[config.mk]
export PLATFORM = sky130hd
export DESIGN_NAME = register_parallel_load_4bit
export DESIGN_NICKNAME = d
export VERILOG_FILES = /design/src/rtl/register_load_cell.sv /design/src/rtl/register_parallel_load_4bit.sv
export SDC_FILE = /design/constraint.sdc
export NUM_CORES = 1
export LEC_CHECK = 0
export CORE_AREA = 4 4 41 43
export DETAILED_ROUTE_END_ITERATION = 6
export DIE_AREA = 0 0 45 47
export SLEW_MARGIN = 20
export SYNTH_ARGS = -nofsm -noshare
export SYNTH_HDL_FRONTEND = slang
export SYNTH_SLANG_ARGS = --single-unit
[constraint.sdc]
create_clock -name clk -period 0.8 [get_ports clk]
set_input_delay 0.16 -clock clk [delete_from_list [all_inputs] [get_ports clk]]
set_output_delay 0.16 -clock clk [all_outputs]
set_load 0.01 [all_outputs]
[src/rtl/register_load_cell.sv]
// register_load_cell: one bit of the register, a D flip-flop with synchronous clear and a hold/load mux
module register_load_cell (
    input  logic clk,
    input  logic reset_async,
    input  logic carga,
    input  logic d,
    output logic q
);
    always_ff @(posedge clk)
        q <= reset_async ? 1'b0 : (carga ? d : q);
endmodule

[src/rtl/register_parallel_load_4bit.sv]
// register_parallel_load_4bit: WIDTH-bit parallel-load register built from one load cell per bit
module register_parallel_load_4bit #(
    parameter int WIDTH = 4
) (
    input  logic             clk,
    input  logic             reset_async,
    input  logic             carga,
    input  logic [WIDTH-1:0] In,
    output logic [WIDTH-1:0] An
);
    for (genvar i = 0; i < WIDTH; i++) begin : g_cell
        register_load_cell u_cell (
            .clk(clk),
            .reset_async(reset_async),
            .carga(carga),
            .d(In[i]),
            .q(An[i])
        );
    end
endmodule

==> impl_metrics.toml <==
[outcome]
outcome = "finished, violations left"
failed_checks = "negative setup slack"

[drt]
ant_nets = 0
drt-total-wl_um = 354
drc = 0
wl_per_cell_um = 8.850
drt_first_pass_iters = 1
vias_per_cell = 3.225
drt_iter0_drc = 0
vias = 129

[finish]
largest_register_ffs = 4
reg_top3 = "g_cell.u_cell.q (4)"
regMostFlops = "g_cell.u_cell.q"
fin_area_sq_um = 285.3
antennaDiodeCount = 0
syn2layout_area_growth_pct = 67.65
fin_nets = 34
drive_gt1_share_pct = 44.00
finish.utilization_pct = 21.92

[clock_tree]
cts_tree = "yes"
cts_buffer_depth = 2
cts_buffers = 3
postCtsSetupBuffers = 0
cts.sinks = 4
root_buffer = "clkbuf_4"
clk_latency_ns = 0.23
htree_levels = 1
clk_pin_slew_worst_paths_ns = 0.03
cts_hold_buf = 0

[critical_path]
critical_path_class = "flip-flop to output port"
cp.required_ns = 0.64
worstSetupEndpointType = "output port"
path_depth = 1
crit_end = "An[2]"
crit_slowest_cell = "dfxtp_2"
arrival_ns = 0.65
rrSetupSlack_ns = 0.18
startpoint_type = "flip-flop"
cp.buffers_inverters = 1
critical-path-top-delay-family = "flip-flops"
crit_fanout = 2
crit_chain = "buf_6"
worstRegToRegCells = 2
r2r-end = "g_cell[2].u_cell.q"
regToRegStartpoint = "g_cell[2].u_cell.q"
cpPeakStageDelay_ns = 0.31
startpoint = "g_cell[2].u_cell.q"

[sta]
fmax_mhz = 1228
rsz0062_at_grt = "yes"
relSlewSlack_pct = 85.43
post-route-period-util_pct = 101.8
fin_crit_ns = 0.8145
drv_slew = 0
setup_violations = 4
hold_violations = 0
worstMarginPinSlew_ns = 0.2185
clock_skew_ns = 0
setup_ws_ns = -0.01452

[power]
seq_power_share_pct = 40.9
p_leak_nw = 0.1284
cell_internal_pwr_mw = 0.4382
power_density_mw_per_mm2 = 1910
comb_power_share_pct = 15.2
p_switching_mw = 0.1066
swShare_pct = 19.57
vdd_drop_max_v = 0.0003623
clockPowerShare_pct = 44.0

[synth]
syn-instance-count = 17
ys_seq_area_share_pct = 47.06
synth_area_sq_um = 170.2
synth_async_sr_flop_share_pct = 0
ys_warn_count = 0
synthTopCellsByArea = "dfxtp_1, mux2i_1, buf_4"
syn_nets = 24
avgSynthCellArea_sq_um = 10.01
yosys.area.top_type_share_pct = 47.06
synth_edf_count = 0
ys.flop_type = "dfxtp_1"
yosysTopAreaCell = "dfxtp_1"
synth-seq-cells = 4
synthTopCellsByCount = "buf_4, dfxtp_1, mux2i_1, nor2_1, clkbuf_2"
ys_types = 5

[die]
die_area_sq_mm = 0.002115
io_pins = 11
die_x_um = 45
rows = 13
dieHeight_um = 47
initial_core_util_pct = 13.08
core-area_sq_mm = 0.001301

[placed_design]
numPortBuffers = 10
gp_congestion = 0.6429
dpl_cell_area_sq_um = 254.0

[grt]
grt_max_degree = 5
grt_usage_pct = 4.190
gr-total-overflow = 0
grt_pass1_wl_um = 496
grt_pass1_vias = 147
antenna_found_initial = 0

[worst_hold_path]
min_path_type = "input port to flip-flop"

[flow_run]
max_cap_violations = 0
[placed cells by master, fill, tap and decap left out]
cell	instances
dfxtp_2	4
dlygate4sd2_1	1
clkbuf_4	3
nor2_1	4
buf_6	4
clkdlybuf4s50_1	5
mux2i_1	4
[per-layer routing]
| layer | GRT usage, % | wire length, um |
|---|---|---|
| met1 | 3.189 | 114 |
| met2 | 4.237 | 144 |
| met3 | 4.598 | 95 |
| met4 | 7.018 | 0 |
| met5 | 0 | 0 |
[power groups by stage]
| stage | sequential (mW) | clock [mW] | combinational (mW) |
|---|---|---|---|
| 2_1_floorplan | 0.220 | 0 | 0.0446 |
| 3_3_place_gp | 0.221 | 0 | 0.0825 |
| 3_5_place_dp | 0.221 | 0 | 0.0836 |
| 4_1_cts | 0.223 | 0.256 | 0.0843 |
| 5_1_grt | 0.225 | 0.268 | 0.0870 |
| 6_report | 0.223 | 0.240 | 0.0827 |
[stage by stage]
| step | power, mW | setup TNS, ns | instances | hold WS, ns | worst slack (ns) |
|---|---|---|---|---|---|
| detailed placement | 0.3047 | -2.185 | 37 | 0.4804 | -0.3566 |
| finish | 0.5448 | -0.04842 | 40 | 0.4637 | -0.01452 |
| global placement | 0.3037 | -2.106 | 37 | 0.4820 | -0.3274 |
| CTS | 0.5630 | -0.1004 | 40 | 0.4644 | -0.02812 |
| floorplan | 0.2646 | 0 | 17 | 0.2324 | 0.1619 |
| global route | 0.5800 | -0.1500 | 40 | 0.4842 | -0.04489 |
[tightest hold or removal path: cells and delay by family]
family / cells / cell delay (ns)
muxes: 1 / 0.11
buffers and inverters: 1 / 0.32
and+or+nand+nor: 1 / 0.07
[area by class of cell]
type / instances / area [sq um]
well taps: 15 / 18.77
clock buffers: 3 / 22.52
repair buffers: 10 / 103.9
flip-flops and latches: 4 / 85.08
fillers: 154 / 1016
multi-input cells: 8 / 55.05
[what timing repair did]
item	4_1_cts	5_1_grt
setup endpoints to repair	8	4
pin swaps	0	0
gates resized for setup	25	0
[kinds of logic (layout without fill, tap and decap cells)]
kind of cell	Yosys count	count (layout)	share of synthesized area, %
DFF	4	4	47.06
and+or+nand+nor	4	4	8.821
muxes	4	4	23.53
buffers and inverters	5	13	20.59
[worst min path at each step]
stage	startpoint	endpoint	slack, ns	cells after the start
2_1_floorplan	reset_async	g_cell[0].u_cell.q	0.23	1
3_3_place_gp	g_cell[1].u_cell.q	g_cell[1].u_cell.q	0.48	2
3_5_place_dp	g_cell[3].u_cell.q	g_cell[3].u_cell.q	0.48	2
4_1_cts	carga	g_cell[1].u_cell.q	0.46	3
5_1_grt	carga	g_cell[1].u_cell.q	0.48	3
6_report	carga	g_cell[1].u_cell.q	0.46	3
Note: power is estimated with default switching activity, not from simulation.
